===== src/rtl/array_queue_ctrl.sv =====
// FIFO controller that uses a single-port register array as queue storage and
// presents the queue head through a one-entry registered output slot.
module array_queue_ctrl #(
  parameter int width = 32,
  parameter int depth = 8
) (
  input  logic                         clk,
  input  logic                         rst,
  input  logic                         flush,
  input  logic                         push_valid,
  output logic                         push_ready,
  input  logic [width-1:0]             push_data,
  output logic                         pop_valid,
  input  logic                         pop_ready,
  output logic [width-1:0]             pop_data,
  output logic [$clog2(depth+2)-1:0]   count,
  output logic                         arr_write,
  output logic [7:0]                   arr_index,
  output logic [width-1:0]             arr_datain,
  input  logic [width-1:0]             arr_dataout
);

  localparam int aw   = $clog2(depth);
  localparam int cntw = $clog2(depth + 1);
  localparam int cw   = $clog2(depth + 2);

  localparam logic [1:0] mode_flush  = 2'd0;
  localparam logic [1:0] mode_read   = 2'd1;
  localparam logic [1:0] mode_bypass = 2'd2;
  localparam logic [1:0] mode_write  = 2'd3;

  logic [aw-1:0]    wr_ptr;
  logic [aw-1:0]    rd_ptr;
  logic [cntw-1:0]  arr_cnt;
  logic             out_valid;
  logic [width-1:0] out_data;
  logic             slot_free;
  logic [1:0]       mode;

  assign slot_free = !out_valid || pop_ready;

  // Refilling the slot from the array takes priority over accepting a push,
  // since the shared index allows only one array operation per cycle.
  always_comb begin
    mode       = mode_write;
    push_ready = 1'b0;
    arr_write  = 1'b0;
    if (flush)
      mode = mode_flush;
    else if (slot_free && arr_cnt != '0)
      mode = mode_read;
    else if (slot_free)
      mode = mode_bypass;

    case (mode)
      mode_bypass: push_ready = 1'b1;
      mode_write: begin
        push_ready = arr_cnt < cntw'(depth);
        arr_write  = push_valid && push_ready;
      end
      default: ;
    endcase
  end

  assign arr_index  = 8'(arr_write ? wr_ptr : rd_ptr);
  assign arr_datain = push_data;
  assign pop_valid  = out_valid;
  assign pop_data   = out_data;
  assign count      = cw'(arr_cnt) + cw'(out_valid);

  always_ff @(posedge clk) begin
    if (rst) begin
      wr_ptr    <= '0;
      rd_ptr    <= '0;
      arr_cnt   <= '0;
      out_valid <= 1'b0;
      out_data  <= '0;
    end else begin
      case (mode)
        mode_flush: begin
          wr_ptr    <= '0;
          rd_ptr    <= '0;
          arr_cnt   <= '0;
          out_valid <= 1'b0;
        end
        mode_read: begin
          out_data  <= arr_dataout;
          out_valid <= 1'b1;
          rd_ptr    <= rd_ptr + aw'(1);
          arr_cnt   <= arr_cnt - cntw'(1);
        end
        mode_bypass: begin
          if (push_valid) begin
            out_data  <= push_data;
            out_valid <= 1'b1;
          end else if (pop_ready && out_valid) begin
            out_valid <= 1'b0;
          end
        end
        default: begin
          if (arr_write) begin
            wr_ptr  <= wr_ptr + aw'(1);
            arr_cnt <= arr_cnt + cntw'(1);
          end
        end
      endcase
    end
  end

endmodule


===== config.mk =====
export PLATFORM = sky130hd
export DESIGN_NAME = array_queue_ctrl
export DESIGN_NICKNAME = d
export VERILOG_FILES = /design/src/rtl/array_queue_ctrl.sv
export SDC_FILE = /design/constraint.sdc
export NUM_CORES = 1
export LEC_CHECK = 0
export ABC_CLOCK_PERIOD_IN_PS = 6200
export BUFFER_PORTS_ARGS = -buffer_cell sky130_fd_sc_hd__clkbuf_2
export CORE_UTILIZATION = 49
export CTS_CLUSTER_DIAMETER = 120
export DETAILED_ROUTE_END_ITERATION = 10
export GPL_TIMING_DRIVEN = 0
export PLACE_DENSITY = 0.95
export SETUP_SLACK_MARGIN = 0.2
export SLEW_MARGIN = 20
export SYNTH_ARGS = -nofsm -noshare
export SYNTH_HDL_FRONTEND = slang
export SYNTH_SLANG_ARGS = --single-unit

===== constraint.sdc =====
create_clock -name clk -period 6.2 [get_ports clk]
set_input_delay 0.93 -clock clk [delete_from_list [all_inputs] [get_ports clk]]
set_output_delay 0.93 -clock clk [all_outputs]
set_load 0.02 [all_outputs]

==> results of run 1 <==
-- worst reg2reg max path, stage by stage (launching register included) --
cell	delay, ns
dfxtp_1	0.40
nor4_2	0.66
buf_2	0.39
nor3_1	0.14
ha_1	0.36
a21oi_1	0.23
a41oi_1	0.15
and3_1	0.21
-- logic make-up (layout without fill, tap and decap cells) --
group	after synthesis	count (layout)	synth area share, %
buf+inv	62	211	14.03
simple gates	93	93	21.44
fa+ha+maj	7	7	3.520
flops	43	43	31.87
other cells	1	5	0.1388
xor+xnor	3	3	0.9729
compound gates	52	52	13.62
mux	38	38	14.40
-- layer usage --
| layer | track usage, % | routed length, microns | vias up |
|---|---|---|---|
| li1 | - | - | 1311 |
| met1 | 24.42 | 2602 | 1219 |
| met2 | 47.30 | 3720 | 114 |
| met3 | 4.790 | 428 | 8 |
| met4 | 7.692 | 72 | 0 |
| met5 | 0 | 0 | - |
-- flip-flops by register name (all words and copies together) (netlist names) --
name       cells
rd_ptr         3
wr_ptr         3
arr_cnt        4
pop_valid      1
pop_data      32
-- worst paths after layout --
check               startpoint           end
setup / recovery         flush  arr_index[2]
hold reg to reg   pop_data[22]  pop_data[22]
setup reg to reg    arr_cnt[1]    arr_cnt[3]
hold / removal    pop_data[22]  pop_data[22]
-- power by group --
group	switching [mW]	internal (mW)	leakage, nW
registers	0.0270	0.318	0.355
logic	0.223	0.167	1.60
clock network	0.0874	0.102	0.0515
total	0.338	0.586	2.00
-- synthesized netlist by cell type, drive strengths merged --
cell | n | area share (%)
nor2b | 2 | 0.46
mux2 | 4 | 1.8
nand4bb | 1 | 0.42
xor2 | 2 | 0.65
and3 | 1 | 0.23
nand2 | 4 | 0.56
inv | 4 | 0.56
fa | 1 | 0.74
a41oi | 1 | 0.32
a31oi | 1 | 0.23
a22oi | 32 | 8.9
nor4 | 1 | 0.46
o2111ai | 1 | 0.32
clkbuf | 15 | 2.1
nor4bb | 2 | 0.74
dfxtp | 43 | 32
a211o | 2 | 0.65
ha | 6 | 2.8
or3 | 2 | 0.46
mux2i | 34 | 13
a2111o | 1 | 0.42
a21oi | 8 | 1.5
nor3 | 2 | 0.37
buf | 43 | 11
or4 | 3 | 0.83
nand3 | 4 | 0.74
conb | 1 | 0.14
nand2b | 67 | 16
o21ai | 4 | 0.74
nor2 | 3 | 0.42
xnor2 | 1 | 0.32
or2 | 1 | 0.23
o31ai | 2 | 0.56
-- through the flow --
stage / total power, mW / hold WS [ns]
2_1_floorplan: 0.6224 / 0.4477
3_3_place_gp: 0.7288 / 0.4613
3_5_place_dp: 0.7437 / 0.4689
4_1_cts: 0.9326 / 0.4833
5_1_grt: 0.9796 / 0.4964
6_report: 0.9241 / 0.4793
-- area by class of cell --
type	instances	share of cell area, %
plain buffers	58	10.09
clock buffers	8	2.773
inverters	4	0.4159
multi-input cells	198	40.90
flip-flops and latches	43	23.85
well taps	70	2.426
repair buffers	141	19.55
==> impl_metrics.env, run 1 <==
export IMPL_outcome="finished clean"
export IMPL_rsz0062_at_grt="no"
export IMPL_syn_area_sq_um=2701
export IMPL_viasPerCell=5.080
export IMPL_rrSetupSlack_ns=3.57
export IMPL_ctsHoldBuffers=0
export IMPL_mostFrequentLayoutCell="clkbuf_2"
export IMPL_holdPathStages=2
export IMPL_final_max_slew_viol_count=0
export IMPL_cts_root_buffer="clkbuf_8"
export IMPL_crit_required_ns=5.27
export IMPL_dp_cells=514
export IMPL_vdd_drop_max_mv=0.1577
export IMPL_seq_area_sq_um=860.8
export IMPL_antenna_found_initial=0
export IMPL_hold_violations=0
export IMPL_die_w_microns=76.25
export IMPL_synth_distinct_cells=36
export IMPL_cts_max_level=2
export IMPL_drt_pass1_iterations=4
export IMPL_fillers=456
export IMPL_crit_family="simple AND/OR/NAND/NOR gates"
export IMPL_port_buffers=141
export IMPL_yosys_register_bits=43
export IMPL_crit_buf_inv=2
export IMPL_drive_above_1_share_pct=42.92
export IMPL_dp_hpwl_microns=5437
export IMPL_drtAntennaViolNets=0
export IMPL_p_leak_nw=2.003
export IMPL_dieArea_sq_um=5814
export IMPL_fin_util_pct=69.35
export IMPL_worstSetupPathType="primary input to output port"
export IMPL_post_drt_wl_per_cell_microns=13.07
export IMPL_worst_slew_pin_slew_ns=0.6742
export IMPL_cts_setup_buffers=0
export IMPL_setup_tns_ns=0
export IMPL_crit_path_end_kind="output port"
export IMPL_cts_tree="built"
export IMPL_fin_ws_ns=2.910
export IMPL_worstSkewPairLatency_ns=0.28
export IMPL_final_area_sq_um=3610
export IMPL_yosysWarnings=0
export IMPL_reg2regPathDepth=7
export IMPL_hold_path_class="register to register"
export IMPL_clk_pin_slew_worst_paths_ns=0.08
export IMPL_place_gp_congestion=0.7324
export IMPL_fp_row_count=26
export IMPL_num_antenna_cells=0
export IMPL_cp_start_kind="primary input"
export IMPL_post_dp_cell_area_sq_um=3510
export IMPL_ios=148
export IMPL_cp_depth=5
export IMPL_grt_pass1_wl_microns=11340
export IMPL_core_area_sq_um=5205
export IMPL_cts_buffers=5
export IMPL_worstPathArrival_ns=2.36
export IMPL_fin_nets=527
export IMPL_post_place_ws_ns=2.924
export IMPL_final_cell_mix="clkbuf_2, nand2b_1, dfxtp_1"
export IMPL_cp_slowest_stage_delay_ns=0.37
export IMPL_multi_input_area_sq_um=1476
export IMPL_p_per_area_nw_per_um2=256.0
export IMPL_track_usage_pct=23.81
export IMPL_final_cell_count_no_fill=522
export IMPL_die_h_microns=76.25
export IMPL_relSlewSlack_pct=54.68
export IMPL_num_vias=2652
export IMPL_drtIter0Drc=98
export IMPL_cts_repair_resize_count=0
export IMPL_syn_inst=299
export IMPL_cts_path_max_buffers=2
export IMPL_fin_crit_ns=3.290
export IMPL_start_util_pct=51.90
export IMPL_grt_ovfl_total=0
export IMPL_crit_fanout=10
export IMPL_syn_mean_instance_area_sq_um=9.035
export IMPL_cp_slowest_cell="nand4bb_1"
export IMPL_drv_cap=0
export IMPL_drc_errors=0
export IMPL_cp_cell_sequence="clkbuf_1 > nand4bb_1 > nor2_1 > mux2_1 > clkbuf_2"
export IMPL_seq_area_frac_synth_pct=31.87
export IMPL_grt_pass1_vias=2664
export IMPL_fin_skew_ns=0.006221
export IMPL_period_share_pct=53.07
export IMPL_cts_sinks=43
export IMPL_routed_wl_microns=6825
export IMPL_areaGrowthSynthToFinish_pct=33.63
export IMPL_setup_viol_count_final=0
export IMPL_max_freq_mhz=303.9
export IMPL_grt_max_degree=13
(Power assumes the default switching activity.)
==> run 2, diff against run 1 <==
--- a/config.mk
+++ b/config.mk
@@ -5,13 +5,14 @@
 export SDC_FILE = /design/constraint.sdc
 export NUM_CORES = 1
 export LEC_CHECK = 0
-export ABC_CLOCK_PERIOD_IN_PS = 6200
+export ABC_AREA = 1
+export ABC_CLOCK_PERIOD_IN_PS = 2900
 export BUFFER_PORTS_ARGS = -buffer_cell sky130_fd_sc_hd__clkbuf_2
-export CORE_UTILIZATION = 49
+export CORE_UTILIZATION = 38
 export CTS_CLUSTER_DIAMETER = 120
 export DETAILED_ROUTE_END_ITERATION = 10
 export GPL_TIMING_DRIVEN = 0
-export PLACE_DENSITY = 0.95
+export PLACE_DENSITY = 0.84
 export SETUP_SLACK_MARGIN = 0.2
 export SLEW_MARGIN = 20
 export SYNTH_ARGS = -nofsm -noshare
==> constraint.sdc (replaced) <==
create_clock -name clk -period 2.9 [get_ports clk]
set_input_delay 0.435 -clock clk [delete_from_list [all_inputs] [get_ports clk]]
set_output_delay 0.435 -clock clk [all_outputs]
set_load 0.02 [all_outputs]
==> impl_metrics.env, run 2 <==
export IMPL_outcome="finished clean"
export IMPL_grt_pass1_wl_microns=9811
export IMPL_yosysWarnings=0
export IMPL_clk_pin_slew_worst_paths_ns=0.08
export IMPL_seq_area_frac_synth_pct=37.31
export IMPL_cp_cell_sequence="nor2_1 > nand2_4 > buf_6 > buf_4 > o22ai_1 > clkbuf_2"
export IMPL_power_share_clock_pct=27.2
export IMPL_p_leak_nw=1.709
export IMPL_max_freq_mhz=470.9
export IMPL_fin_util_pct=54.61
export IMPL_grt_max_degree=13
export IMPL_dp_cells=504
export IMPL_p_seq_share_pct=46.1
export IMPL_post_place_ws_ns=0.8775
export IMPL_p_comb_share_pct=26.7
export IMPL_fp_row_count=28
export IMPL_crit_family="buffers and inverters"
export IMPL_r2r_start="arr_cnt[1]"
export IMPL_fin_skew_ns=0.007608
export IMPL_track_usage_pct=19.46
export IMPL_dp_hpwl_microns=5000
export IMPL_finalPower_mw=1.397
export IMPL_die_w_microns=79.92
export IMPL_core_area_sq_um=5886
export IMPL_syn_mean_instance_area_sq_um=8.153
export IMPL_crit_end="push_ready"
export IMPL_rrSetupSlack_ns=0.91
export IMPL_cts_tree="built"
export IMPL_fillers=577
export IMPL_synth_area_leaders="dfxtp_1, buf_4, o22ai_1, a21oi_1, o21ai_0"
export IMPL_rsz0062_at_grt="no"
export IMPL_crit_path_end_kind="output port"
export IMPL_p_per_area_nw_per_um2=434.5
export IMPL_final_max_slew_viol_count=0
export IMPL_largest_reg_flops=32
export IMPL_drtIter0Drc=69
export IMPL_cp_depth=6
export IMPL_cts_setup_buffers=0
export IMPL_dieArea_sq_um=6387
export IMPL_cts_path_max_buffers=2
export IMPL_cp_slowest_cell="dfxtp_1"
export IMPL_fin_ws_ns=0.7762
export IMPL_final_cell_mix="clkbuf_2, buf_4, dfxtp_1"
export IMPL_crit_buf_inv=3
export IMPL_drtAntennaViolNets=0
export IMPL_mostFrequentLayoutCell="clkbuf_2"
export IMPL_crit_fanout=10
export IMPL_syn_area_sq_um=2307
export IMPL_worstPathArrival_ns=1.69
export IMPL_num_vias=2458
export IMPL_reg2regPathDepth=13
export IMPL_async_flop_share_pct=0
export IMPL_viasPerCell=4.810
export IMPL_holdPathStages=2
export IMPL_cp_slowest_stage_delay_ns=0.38
export IMPL_yosysTopAreaCellShare_pct=37.31
export IMPL_synth_edf_count=0
export IMPL_die_h_microns=79.92
export IMPL_num_antenna_cells=0
export IMPL_synth_distinct_cells=27
export IMPL_drt_pass1_iterations=4
export IMPL_worstSetupPathType="register to output port"
export IMPL_cts_sinks=43
export IMPL_routed_wl_microns=6258
export IMPL_hold_path_class="primary input to register"
export IMPL_grt_pass1_vias=2226
export IMPL_start_util_pct=39.20
export IMPL_fin_nets=512
export IMPL_period_share_pct=73.23
export IMPL_cts_repair_resize_count=0
export IMPL_areaGrowthSynthToFinish_pct=39.32
export IMPL_grt_ovfl_total=0
export IMPL_ctsHoldBuffers=0
export IMPL_place_gp_congestion=0.7907
export IMPL_vdd_drop_max_mv=0.1993
export IMPL_switching_power_uw=426.1
export IMPL_drv_cap=0
export IMPL_rr_endpoint="arr_cnt[3]"
export IMPL_syn_inst=283
export IMPL_cts_max_level=2
export IMPL_sw_frac_of_total_pct=30.51
export IMPL_synthTopCellsByCount="buf_4, dfxtp_1, a21oi_1"
export IMPL_startpoint="arr_cnt[1]"
export IMPL_post_drt_wl_per_cell_microns=12.25
export IMPL_fin_crit_ns=2.124
export IMPL_yosys_register_bits=43
export IMPL_cts_root_buffer="clkbuf_8"
export IMPL_crit_required_ns=2.47
export IMPL_ios=148
export IMPL_drc_errors=0
export IMPL_cp_start_kind="register"
export IMPL_ys_flop_type="dfxtp_1"
export IMPL_p_int_uw=970.7
export IMPL_antenna_found_initial=0
export IMPL_worstSkewPairLatency_ns=0.29
export IMPL_drive_above_1_share_pct=49.08
export IMPL_cts_buffers=5
export IMPL_setup_tns_ns=0
export IMPL_port_buffers=142
export IMPL_yosysTopAreaCell="dfxtp_1"
export IMPL_hold_violations=0
export IMPL_setup_viol_count_final=0
export IMPL_final_cell_count_no_fill=511
[run 2: power by group through the flow]
stage	logic (mW)	registers (mW)	clock network, mW
after floorplan	0.196	0.695	0
after global placement	0.370	0.655	0
after detailed placement	0.376	0.656	0
after CTS	0.377	0.643	0.397
after global routing	0.406	0.647	0.416
final	0.373	0.643	0.380
[run 2: worst min path at each step]
| stage | start | end |
|---|---|---|
| 2_1_floorplan | wr_ptr[2] | wr_ptr[2] |
| 3_3_place_gp | wr_ptr[2] | wr_ptr[2] |
| 3_5_place_dp | wr_ptr[2] | wr_ptr[2] |
| 4_1_cts | rst | arr_cnt[3] |
| 5_1_grt | rst | arr_cnt[3] |
| 6_report | rst | arr_cnt[3] |
[run 2: final cells by class]
type	count	area (sq um)	share of cell area, %
Buffer	53	394.1	12.26
Clock buffer	6	82.58	2.569
Clock inverter	1	5.005	0.1557
Inverter	14	55.05	1.713
Multi-Input combinational cell	177	1012	31.49
Sequential cell	43	860.8	26.78
Tap cell	75	93.84	2.919
Timing Repair Buffer	142	710.7	22.11
[run 2: per-layer routing]
layer  vias to the layer above  part of all wire [%]  track usage [%]
li1                       1253                     -                -
met1                      1112                    43            21.36
met2                        89                    50            37.09
met3                         4                   6.6            4.800
met4                         0                  0.46            4.464
met5                         -                     0                0
[run 2: metrics by stage]
| step | hold WS (ns) | area, sq um |
|---|---|---|
| global placement | 0.4476 | 3127 |
| finish | 0.4048 | 3214 |
| detailed placement | 0.4642 | 3127 |
| global route | 0.4016 | 3214 |
| floorplan | 0.4366 | 2322 |
| CTS | 0.3905 | 3214 |
[run 2: logic make-up after synthesis]
kind of cell	after synthesis	share of synthesized area [%]
xor+xnor	4	1.519
flops	43	37.31
fa+ha+maj	7	4.121
buf+inv	67	19.47
other cells	1	0.1625
simple gates	51	11.12
compound gates	110	26.30
